## config.mk

```make
export PLATFORM = sky130hd
export DESIGN_NAME = program_loader
export DESIGN_NICKNAME = d
export VERILOG_FILES = /design/src/rtl/program_loader_pkg.sv /design/src/rtl/program_loader_byte_packer.sv /design/src/rtl/program_loader.sv
export SDC_FILE = /design/constraint.sdc
export NUM_CORES = 1
export LEC_CHECK = 0
export ABC_AREA = 0
export BUFFER_PORTS_ARGS = -buffer_cell sky130_fd_sc_hd__buf_2
export CORE_UTILIZATION = 45
export CTS_BUF_LIST = sky130_fd_sc_hd__clkbuf_4 sky130_fd_sc_hd__clkbuf_8
export DETAILED_ROUTE_END_ITERATION = 16
export GPL_TIMING_DRIVEN = 0
export PLACE_DENSITY_LB_ADDON = 0.1
export REMOVE_ABC_BUFFERS = 1
export SYNTH_ARGS = -nofsm -noshare
export SYNTH_HDL_FRONTEND = slang
export SYNTH_SLANG_ARGS = --single-unit
```

## constraint.sdc

```tcl
create_clock -name CLK_IN -period 2.64 [get_ports CLK_IN]
set_input_delay 0.132 -clock CLK_IN [delete_from_list [all_inputs] [get_ports CLK_IN]]
set_output_delay 0.132 -clock CLK_IN [all_outputs]
set_load 0.005 [all_outputs]
```

## src/rtl/program_loader_pkg.sv

```systemverilog
// Shared types and constants for the boot-time instruction-memory loader.
package program_loader_pkg;

  typedef enum logic [1:0] {
    IDLE  = 2'd0,
    LOAD  = 2'd1,
    WRITE = 2'd2,
    DONE  = 2'd3
  } state_t;

  localparam int BYTE_IDX_W     = 2;
  localparam int BYTES_PER_WORD = 4;

endpackage

```

## src/rtl/program_loader_byte_packer.sv

```systemverilog
// Shift-in register that assembles four stream bytes into a big-endian word.
module byte_packer
  import program_loader_pkg::*;
(
  input  logic        clk,
  input  logic        rst,
  input  logic        clear,
  input  logic        shift_en,
  input  logic [7:0]  byte_data,
  output logic [31:0] word,
  output logic        word_full
);

  logic [23:0]           shreg;
  logic [BYTE_IDX_W-1:0] idx;

  always_ff @(posedge clk) begin
    if (rst || clear) begin
      idx <= '0;
    end else if (shift_en) begin
      idx <= idx + BYTE_IDX_W'(1);
    end
    if (shift_en) begin
      shreg <= {shreg[15:0], byte_data};
    end
  end

  // The word is presented in the same cycle its last byte arrives, so the
  // caller can register it on the edge that accepts that byte.
  assign word      = {shreg, byte_data};
  assign word_full = shift_en && (idx == BYTE_IDX_W'(BYTES_PER_WORD - 1));

endmodule

```

## src/rtl/program_loader.sv

```systemverilog
// Loads a byte stream into instruction memory as 32-bit words, holding the CPU in reset until done.
module program_loader
  import program_loader_pkg::*;
#(
  parameter int          ADDR_WIDTH = 8,
  parameter logic [31:0] BASE_ADDR  = 32'h0,
  parameter int          TIMEOUT    = 1000000
) (
  input  logic                  CLK_IN,
  input  logic                  GLOBALRESET,
  input  logic                  start_in,
  input  logic [ADDR_WIDTH:0]   len_in,
  input  logic [7:0]            byte_in,
  input  logic                  byte_valid_in,
  output logic                  byte_ready_out,
  output logic [31:0]           mem_addr_out,
  output logic [31:0]           mem_data_out,
  output logic                  mem_wr_out,
  output logic                  cpu_reset_out,
  output logic                  busy_out,
  output logic                  done_out,
  output logic                  err_out
);

  localparam logic [ADDR_WIDTH:0] CAPACITY = {1'b1, {ADDR_WIDTH{1'b0}}};
  localparam logic [ADDR_WIDTH:0] ONE      = {{ADDR_WIDTH{1'b0}}, 1'b1};

  state_t              state, state_next;
  logic [ADDR_WIDTH:0] len_q, word_idx, word_next;
  logic [31:0]         idle_cnt;
  logic [31:0]         packed_word;
  logic                accept, word_full, timeout, last_word;
  logic                start_ok, start_bad;

  assign accept    = (state == LOAD) && byte_valid_in;
  assign timeout   = (state == LOAD) && !byte_valid_in && (idle_cnt == 32'(TIMEOUT - 1));
  // word_idx is one bit wider than the address so a full-capacity load can
  // still compare against len without wrapping.
  assign word_next = word_idx + ONE;
  assign last_word = (word_next == len_q);

  byte_packer u_packer (
    .clk       (CLK_IN),
    .rst       (GLOBALRESET),
    .clear     (start_ok || timeout),
    .shift_en  (accept),
    .byte_data (byte_in),
    .word      (packed_word),
    .word_full (word_full)
  );

  always_comb begin
    state_next = state;
    start_ok   = 1'b0;
    start_bad  = 1'b0;
    case (state)
      IDLE, DONE: begin
        if (start_in) begin
          if (len_in == '0) begin
            state_next = DONE;
          end else if (len_in > CAPACITY) begin
            state_next = IDLE;
            start_bad  = 1'b1;
          end else begin
            state_next = LOAD;
            start_ok   = 1'b1;
          end
        end
      end
      LOAD: begin
        if (timeout) begin
          state_next = IDLE;
        end else if (word_full) begin
          state_next = WRITE;
        end
      end
      WRITE:   state_next = last_word ? DONE : LOAD;
      default: state_next = IDLE;
    endcase
  end

  always_ff @(posedge CLK_IN) begin
    if (GLOBALRESET) begin
      state        <= IDLE;
      err_out      <= 1'b0;
      len_q        <= '0;
      word_idx     <= '0;
      idle_cnt     <= '0;
      mem_addr_out <= '0;
      mem_data_out <= '0;
    end else begin
      state <= state_next;
      if (start_ok) begin
        len_q    <= len_in;
        word_idx <= '0;
        err_out  <= 1'b0;
      end
      if (start_bad || timeout) begin
        err_out <= 1'b1;
      end
      // Outside LOAD the counter sits at zero, which covers the reset on entry.
      if (state != LOAD || accept) begin
        idle_cnt <= '0;
      end else if (!timeout) begin
        idle_cnt <= idle_cnt + 32'd1;
      end
      if (state == WRITE && !last_word) begin
        word_idx <= word_next;
      end
      if (word_full) begin
        mem_addr_out <= BASE_ADDR + (32'(word_idx) << 2);
        mem_data_out <= packed_word;
      end
    end
  end

  assign byte_ready_out = (state == LOAD);
  assign mem_wr_out     = (state == WRITE);
  assign cpu_reset_out  = (state != DONE);
  assign busy_out       = (state == LOAD) || (state == WRITE);
  assign done_out       = (state == DONE);

endmodule

```

==> results.sh, run 1 <==
export IMPL_vias=3925
export IMPL_grt_pass1_wl_um=16930
export IMPL_overflow=0
export IMPL_setup_viol=1
export IMPL_p_clk_share_pct=38.2
export IMPL_cts_buffer_depth=2
export IMPL_grt_use_total_pct=18.69
export IMPL_synth_simple_area_share_pct=20.93
export IMPL_p_int_w=0.003117
export IMPL_fin_setup_tns_ns=-0.003679
export IMPL_totalWireLength_um=10250
export IMPL_drt_iter0_markers=194
export IMPL_ys_ff_latch=120
export IMPL_maxCapViolations=0
export IMPL_ant_nets=0
export IMPL_pin_count=91
export IMPL_fin_crit_ns=2.644
export IMPL_first_pass_iters=4
export IMPL_clk_pin_slew_worst_paths_ns=0.07
export IMPL_power_switching_w=0.001103
export IMPL_std_cell_rows=38
export IMPL_synthAdderAreaFrac_pct=1.977
export IMPL_final_nets=673
export IMPL_root_buffer="clkbuf_8"
export IMPL_p_per_area_nw_per_um2=696.6
export IMPL_grt_max_degree=58
export IMPL_critPathKind="reg -> reg"
export IMPL_pwr_share_seq_pct=48.0
export IMPL_synth_top_family_by_area="simple AND/OR/NAND/NOR gates"
export IMPL_synth_cells=563
export IMPL_endpoint_kind="register"
export IMPL_layout_drive_gt1_share_pct=18.87
export IMPL_grt_pass1_vias=3688
export IMPL_wl_per_cell_um=12.86
export IMPL_synthToLayoutAreaGrowth_pct=19.64
export IMPL_antenna_cells=0
export IMPL_core_um2=10890
export IMPL_fp_dieH_um=108.1
export IMPL_status="finished, violations left"
export IMPL_rsz0062_at_grt="yes"
export IMPL_ys_seq_area_share_pct=52.19
export IMPL_min_path_type="in -> reg"
export IMPL_htree_levels=4
export IMPL_cts_buffers_inserted=17
export IMPL_skew_ns=0.01480
export IMPL_finalWorstSetupSlack_ns=-0.003679
export IMPL_synth_area_mux_share_pct=0.3954
export IMPL_ys_async_sr_fraction_pct=0
export IMPL_peakVddDrop_mv=0.4895
export IMPL_ys_flop_type="dfxtp_1"
export IMPL_tritoncts="built"
export IMPL_path_max_fanout=5
export IMPL_place_hpwl_um=6395
export IMPL_initial_utilization_pct=46.51
export IMPL_slew_headroom_pct=24.55
export IMPL_clock_sinks=120
export IMPL_dieArea_um2=11680
export IMPL_die_width_um=108.1
export IMPL_tightest_slew_ns=1.132
export IMPL_synth_edf_count=24
export IMPL_required_ns=2.96
export IMPL_max_freq_mhz=378.3
export IMPL_synth_compound_area_share_pct=10.13
export IMPL_crit_path_start_kind="register"
export IMPL_swShare_pct=26.14
export IMPL_p_leak_nw=2.309
export IMPL_finalHoldViolCount=0
export IMPL_drv_slew=0
export IMPL_syn_area_um2=5064
export IMPL_synth_area_per_cell_um2=8.994
export IMPL_pwr_share_comb_pct=13.8
export IMPL_synth_distinct_cells=47
export IMPL_gp_congestion=0.7807
export IMPL_n_fill_cell=1024
export IMPL_viasPerCell=4.925
export IMPL_period_share_pct=100.1
export IMPL_fin_util_pct=55.64
export IMPL_drc=0
export IMPL_violations="setup timing"
export IMPL_fin_total_pwr_w=0.004220
export IMPL_yosys_warnings=0
export IMPL_synth_xor_area_share_pct=7.265
export IMPL_crit_arrival_ns=2.96
export IMPL_placement_io_buffers=67
export IMPL_grt_antenna_before_repair=0
export IMPL_clk_latency_ns=0.43
==> critical path, cell delays in order (launching register included) <==
cell and delay (ns):
dfxtp_2 0.33, or4_1 0.51, or4_4 0.52, or4_4 0.54
a32o_2 0.30, a2111oi_2 0.34
==> flip-flops by register name, indices dropped and copies added (netlist names) <==
name	cells
u_packer.idx	2
u_packer.shreg	24
mem_addr_out	9
idle_cnt	32
len_q	9
state	2
word_idx	9
err_out	1
mem_data_out	32
==> what timing repair did <==
item,in CTS,in global routing
endpoints found under the setup margin,51,9
pin swaps,5,0
gates cloned,1,0
gates resized for setup,12,3
setup buffers,3,2
hold buffers,17,0
endpoints found under the hold margin,25,0
==> power groups by stage <==
stage	registers, W	clock network [W]	logic [W]
floorplan	0.00205	0	0.000346
global placement	0.00206	0	0.000487
detailed placement	0.00207	0	0.000513
CTS	0.00203	0.00166	0.000573
global route	0.00204	0.00175	0.000637
finish	0.00203	0.00161	0.000581
==> worst paths after layout <==
kind                      end  depth (start not counted)  slack [ns]              from
max                  state[1]                          5      -0.004      idle_cnt[22]
min                   err_out                          3        0.08          start_in
max reg2reg          state[1]                          5      -0.004      idle_cnt[22]
min reg2reg  mem_data_out[29]                          2        0.45  mem_data_out[29]
==> layout by cell type (no fill, tap or decap), types with 16 or more instances in the layout <==
master and count:
a21oi_1 56, edfxtp_1 24, clkbuf_8 19, nand3_1 18, buf_2 67, xor2_1 26, nand2_1 121, dlygate4sd3_1 17
dfxtp_1 92, xnor2_1 16, nor2_1 41, inv_1 18, conb_1 23
==> metal layers <==
metal	track usage [%]	part of all wire (%)
met5	0	0
met4	7.143	1.4
met3	6.028	5.7
met2	29.34	44
met1	23.86	49
==> kinds of logic after synthesis <==
family / Yosys count
simple gates: 234
flops: 120
buf+inv: 70
xor+xnor: 42
compound gates: 86
other cells: 1
fa+ha+maj: 8
mux: 2
==> layout make-up <==
cell class	count	area, um^2	area share (%)
sequential	120	2648	43.70
multi-input combinational	395	2206	36.41
timing repair buffer	90	558.0	9.211
clock buffer	23	291.5	4.812
tap	140	175.2	2.891
clock inverter	9	100.1	1.652
inverter	19	75.07	1.239
timing repair inverter	1	5.005	0.08261
==> synthesized netlist by cell type (all sizes together), types with 5 or more instances <==
| cell type | count | area share, % |
|---|---|---|
| nor2 | 41 | 3.0 |
| clkbuf | 27 | 2.0 |
| edfxtp | 24 | 14 |
| buf | 24 | 3.6 |
| and3 | 8 | 0.99 |
| nor4 | 5 | 0.62 |
| or4 | 6 | 0.96 |
| nand2 | 122 | 9.0 |
| nand4 | 7 | 0.86 |
| inv | 19 | 1.4 |
| xnor2 | 16 | 2.8 |
| nand3 | 18 | 1.8 |
| xor2 | 26 | 4.5 |
| a211o | 5 | 0.86 |
| ha | 8 | 2.0 |
| nor3 | 5 | 0.49 |
| dfxtp | 96 | 38 |
| a21oi | 57 | 5.7 |
| o21ai | 8 | 0.79 |
==> through the flow <==
step                      worst slack [ns]  cells  cell area [um^2]  hold WS (ns)
after global placement              -2.054    741              5371        0.3252
after floorplan                    -0.5305    534              4861        0.1944
final                            -0.003679    797              6058       0.07579
after detailed placement           -0.7750    742              5389        0.3284
after CTS                        -0.005357    795              6032       0.04892
after global routing              -0.06203    797              6058       0.09574
Power figures use the tool's default switching activity.
==> run 2, diff against run 1 <==
--- a/config.mk
+++ b/config.mk
@@ -10,6 +10,7 @@
 export CORE_UTILIZATION = 45
 export CTS_BUF_LIST = sky130_fd_sc_hd__clkbuf_4 sky130_fd_sc_hd__clkbuf_8
 export DETAILED_ROUTE_END_ITERATION = 16
+export GPL_ROUTABILITY_DRIVEN = 0
 export GPL_TIMING_DRIVEN = 0
 export PLACE_DENSITY_LB_ADDON = 0.1
 export REMOVE_ABC_BUFFERS = 1
==> constraint.sdc (replaced) <==
create_clock -name CLK_IN -period 3 [get_ports CLK_IN]
set_input_delay 0.15 -clock CLK_IN [delete_from_list [all_inputs] [get_ports CLK_IN]]
set_output_delay 0.15 -clock CLK_IN [all_outputs]
set_load 0.005 [all_outputs]
==> results.sh, run 2 (synthesis results as in run 1) <==
export IMPL_fin_setup_tns_ns=0
export IMPL_grt_use_total_pct=18.42
export IMPL_largestRegisters="idle_cnt x32, mem_data_out x32, u_packer.shreg x24"
export IMPL_status="complete, no violations"
export IMPL_p_per_area_nw_per_um2=616.7
export IMPL_setup_worst_path_start="idle_cnt[6]"
export IMPL_htree_levels=4
export IMPL_crit_path_frequent_cell="or4_1"
export IMPL_antenna_cells=0
export IMPL_dieArea_um2=11680
export IMPL_grt_antenna_before_repair=0
export IMPL_min_path_type="in -> reg"
export IMPL_fp_dieH_um=108.1
export IMPL_drc=0
export IMPL_place_hpwl_um=6395
export IMPL_tightest_slew_ns=1.132
export IMPL_grt_pass1_vias=3665
export IMPL_critPathCapture="state[0]"
export IMPL_initial_utilization_pct=46.51
export IMPL_path_delay_family="simple AND/OR/NAND/NOR gates"
export IMPL_register_area_um2=2643
export IMPL_layout_common_cells="nand2_1, dfxtp_1, buf_2"
export IMPL_setup_viol=0
export IMPL_peakVddDrop_mv=0.4181
export IMPL_final_area_um2=5968
export IMPL_cpPeakStageDelay_ns=0.62
export IMPL_totalWireLength_um=10070
export IMPL_grt_max_degree=58
export IMPL_crit_arrival_ns=3.18
export IMPL_vias=3887
export IMPL_path_max_fanout=10
export IMPL_required_ns=3.36
export IMPL_fin_util_pct=54.82
export IMPL_skew_ns=0.01356
export IMPL_endpoint_kind="register"
export IMPL_cp_slowest_cell="or4_4"
export IMPL_finalHoldViolCount=0
export IMPL_clk_latency_ns=0.43
export IMPL_postCtsSetupBuffers=0
export IMPL_ff2ff_setup_slack_ns=0.17
export IMPL_p_leak_nw=2.278
export IMPL_maxCapViolations=0
export IMPL_grt_pass1_wl_um=16740
export IMPL_reg2reg_to="state[0]"
export IMPL_n_fill_cell=1027
export IMPL_ant_nets=0
export IMPL_critPathKind="reg -> reg"
export IMPL_layout_drive_gt1_share_pct=16.74
export IMPL_multiInputGateArea_um2=2171
export IMPL_crit_path_start_kind="register"
export IMPL_final_common_cell="nand2_1"
export IMPL_cp_num_cells=6
export IMPL_max_freq_mhz=354.0
export IMPL_clock_sinks=120
export IMPL_fin_crit_ns=2.825
export IMPL_clk_pin_slew_worst_paths_ns=0.07
export IMPL_root_buffer="clkbuf_8"
export IMPL_hold_slack_ns=0.09692
export IMPL_die_width_um=108.1
export IMPL_period_share_pct=94.17
export IMPL_wl_per_cell_um=12.74
export IMPL_pin_count=91
export IMPL_place_ws_ns=-0.4150
export IMPL_placement_io_buffers=67
export IMPL_path_buf_inv=0
export IMPL_reg2reg_depth=6
export IMPL_tritoncts="built"
export IMPL_overflow=0
export IMPL_drv_slew=0
export IMPL_rsz0062_at_grt="no"
export IMPL_slew_headroom_pct=24.55
export IMPL_cp_cell_sequence="or4_1 > or4_1 > or4_4 > a32o_2 > a211o_1 > a21oi_2"
export IMPL_cts_buffer_depth=2
export IMPL_std_cell_rows=38
export IMPL_post_dp_cell_area_um2=5389
export IMPL_final_nets=667
export IMPL_r2r_start="idle_cnt[6]"
export IMPL_synthToLayoutAreaGrowth_pct=17.87
export IMPL_cts_buffers_inserted=17
export IMPL_finalWorstSetupSlack_ns=0.1750
export IMPL_core_um2=10890
export IMPL_viasPerCell=4.914
export IMPL_drt_iter0_markers=185
export IMPL_first_pass_iters=4
## run 2: changes by cell type in the layout (fill, tap and decap cells not counted), moves of 2 or more
| cell | change |
|---|---|
| buf_6 | -2 |
| dfxtp_2 | -4 |
| buf_4 | -3 |
| dfxtp_1 | +4 |
## run 2: what timing repair did
| item | CTS | global route |
|---|---|---|
| endpoints found under the setup margin | 2 | 1 |
| endpoints found under the hold margin | 25 | 0 |
| hold buffers | 17 | 0 |
| gates resized for setup | 2 | 1 |
## run 2: per-layer routing
metal  up-vias  wire (um)  track usage [%]
met5         -          0                0
met4         0        167            7.143
met3        11        499            6.028
met2        88       4539            29.39
met1      1779       4867            23.02
li1       2009          -                -
## run 2: worst reg2reg max path: cells and delay by family (launching register included)
| kind | cells | cell delay [ns] |
|---|---|---|
| AO/OA/AOI/OAI | 3 | 0.73 |
| flip-flops | 1 | 0.33 |
| AND/OR/NAND/NOR | 3 | 1.68 |
## run 2: power breakdown
group	internal, W	switching [W]	total (W)
clock	0.000810	0.000614	0.00142
sequential	0.00174	0.0000471	0.00178
combinational	0.000180	0.000295	0.000475
## run 2: cell type report
type / count / share of cell area (%)
clock inverters: 9 / 1.677
multi-input cells: 395 / 36.37
well taps: 140 / 2.935
repair buffers: 85 / 8.595
inverters: 19 / 1.258
clock buffers: 23 / 4.885
flip-flops and latches: 120 / 44.28
## run 2: worst min path at each step
| stage | start | endpoint | slack [ns] | depth (start not counted) |
|---|---|---|---|---|
| after global placement | byte_in[2] | u_packer.shreg[2] | 0.34 | 1 |
| after global routing | start_in | err_out | 0.11 | 3 |
| after CTS | start_in | err_out | 0.07 | 3 |
| final | start_in | err_out | 0.1 | 3 |
| after floorplan | GLOBALRESET | state[0] | 0.21 | 1 |
| after detailed placement | byte_in[2] | u_packer.shreg[2] | 0.35 | 1 |
## run 2: metrics by stage
stage / instances / power [W]
floorplan: 534 / 0.002111
global placement: 741 / 0.002245
detailed placement: 742 / 0.002272
CTS: 791 / 0.003717
global route: 791 / 0.003858
finish: 791 / 0.003681
==> run 3, diff against run 2 <==
--- a/config.mk
+++ b/config.mk
@@ -10,7 +10,6 @@
 export CORE_UTILIZATION = 45
 export CTS_BUF_LIST = sky130_fd_sc_hd__clkbuf_4 sky130_fd_sc_hd__clkbuf_8
 export DETAILED_ROUTE_END_ITERATION = 16
-export GPL_ROUTABILITY_DRIVEN = 0
 export GPL_TIMING_DRIVEN = 0
 export PLACE_DENSITY_LB_ADDON = 0.1
 export REMOVE_ABC_BUFFERS = 1
==> constraint.sdc (replaced) <==
create_clock -name CLK_IN -period 2.8 [get_ports CLK_IN]
set_input_delay 0.14 -clock CLK_IN [delete_from_list [all_inputs] [get_ports CLK_IN]]
set_output_delay 0.14 -clock CLK_IN [all_outputs]
set_load 0.005 [all_outputs]
==> results.sh, run 3 (synthesis results as in run 1) <==
export IMPL_status="complete, no violations"
export IMPL_cts_buffer_depth=2
export IMPL_layout_drive_gt1_share_pct=17.89
export IMPL_placement_io_buffers=67
export IMPL_setup_viol=0
export IMPL_clk_latency_ns=0.43
export IMPL_fp_dieH_um=108.1
export IMPL_drv_slew=0
export IMPL_maxCapViolations=0
export IMPL_required_ns=3.15
export IMPL_clk_pin_slew_worst_paths_ns=0.07
export IMPL_critPathKind="reg -> reg"
export IMPL_grt_antenna_before_repair=0
export IMPL_rsz0062_at_grt="no"
export IMPL_tritoncts="built"
export IMPL_dp_cells=742
export IMPL_viasPerCell=4.929
export IMPL_grt_max_degree=58
export IMPL_final_nets=670
export IMPL_path_max_fanout=6
export IMPL_ant_nets=0
export IMPL_tightest_slew_ns=1.140
export IMPL_gp_congestion=0.7807
export IMPL_layout_common_cells="nand2_1, dfxtp_1, buf_2"
export IMPL_max_freq_mhz=364.3
export IMPL_p_per_area_nw_per_um2=659.0
export IMPL_place_hpwl_um=6395
export IMPL_cts_buffers_inserted=17
export IMPL_final_common_cell="nand2_1"
export IMPL_endpoint_kind="register"
export IMPL_n_fill_cell=1025
export IMPL_first_pass_iters=4
export IMPL_grt_use_total_pct=18.43
export IMPL_pin_count=91
export IMPL_overflow=0
export IMPL_crit_arrival_ns=3.10
export IMPL_synthToLayoutAreaGrowth_pct=18.93
export IMPL_core_um2=10890
export IMPL_grt_pass1_wl_um=16750
export IMPL_htree_levels=4
export IMPL_drc=0
export IMPL_totalWireLength_um=10160
export IMPL_min_path_type="in -> reg"
export IMPL_vias=3914
export IMPL_drt_iter0_markers=163
export IMPL_finalHoldViolCount=0
export IMPL_die_width_um=108.1
export IMPL_final_area_um2=6022
export IMPL_fin_setup_tns_ns=0
export IMPL_std_cell_rows=38
export IMPL_instances_no_fill=794
export IMPL_wl_per_cell_um=12.80
export IMPL_fin_util_pct=55.31
export IMPL_initial_utilization_pct=46.51
export IMPL_grt_pass1_vias=3670
export IMPL_period_share_pct=98.02
export IMPL_antenna_cells=0
export IMPL_post_dp_cell_area_um2=5389
export IMPL_clock_sinks=120
export IMPL_fin_crit_ns=2.745
export IMPL_root_buffer="clkbuf_8"
export IMPL_crit_path_start_kind="register"
export IMPL_slew_headroom_pct=24.00
export IMPL_skew_ns=0.01450
export IMPL_peakVddDrop_mv=0.4281
export IMPL_largestRegisters="idle_cnt x32, mem_data_out x32, u_packer.shreg x24"
export IMPL_p_leak_nw=2.294
export IMPL_dieArea_um2=11680
[run 3: worst paths after layout]
kind / startpoint / end / slack [ns] / depth (start not counted)
min reg2reg: mem_data_out[16] / mem_data_out[16] / 0.45 / 2
max: idle_cnt[22] / state[0] / 0.06 / 6
max reg2reg: idle_cnt[22] / state[0] / 0.06 / 6
min: start_in / err_out / 0.08 / 3
[run 3: cell type report]
type,instances,area [um^2],share of cell area [%]
Inverter,19,75.07,1.247
Timing Repair Buffer,87,528.0,8.768
Multi-Input combinational cell,395,2203,36.59
Timing Repair inverter,1,5.005,0.08311
Sequential cell,120,2644,43.90
Clock inverter,9,100.1,1.662
Clock buffer,23,291.5,4.841
Tap cell,140,175.2,2.909
[run 3: stage by stage]
step / power, W / hold WS, ns / worst slack [ns]
after CTS: 0.003985 / 0.05692 / 0.007951
after floorplan: 0.002262 / 0.2024 / -0.3705
after detailed placement: 0.002435 / 0.3364 / -0.6150
after global routing: 0.004163 / 0.1037 / 0.01864
after global placement: 0.002406 / 0.3332 / -1.894
final: 0.003968 / 0.08197 / 0.05532
[run 3: timing repair]
item	in CTS	in global routing
pin swaps	1	3
setup buffers	2	0
hold buffers	17	0
hold endpoints to repair	25	0
gates cloned	0	1
setup endpoints to repair	43	11
gates resized for setup	3	6
[run 3: report_power, final]
group          internal, W  switching [W]  leakage [nW]  total [W]
combinational     0.000203       0.000333          1.11   0.000536
sequential         0.00186      0.0000509         0.993    0.00191
clock             0.000868       0.000654         0.195    0.00152
total              0.00293        0.00104          2.29    0.00397
[run 3: critical path, cell delays in order (launching register included)]
cell and delay [ns]:
dfxtp_1 0.33, or4_1 0.52, or4_4 0.55, or4_4 0.57, a32o_2 0.30, a211o_1 0.28, a21oi_2 0.12
[run 3: per-layer routing]
| metal | track usage, % | vias up | wire [um] |
|---|---|---|---|
| met5 | 0 | - | 0 |
| met4 | 7.143 | 0 | 129 |
| met3 | 6.028 | 10 | 537 |
| met2 | 29.44 | 92 | 4587 |
| met1 | 23.02 | 1798 | 4907 |
| li1 | - | 2014 | - |
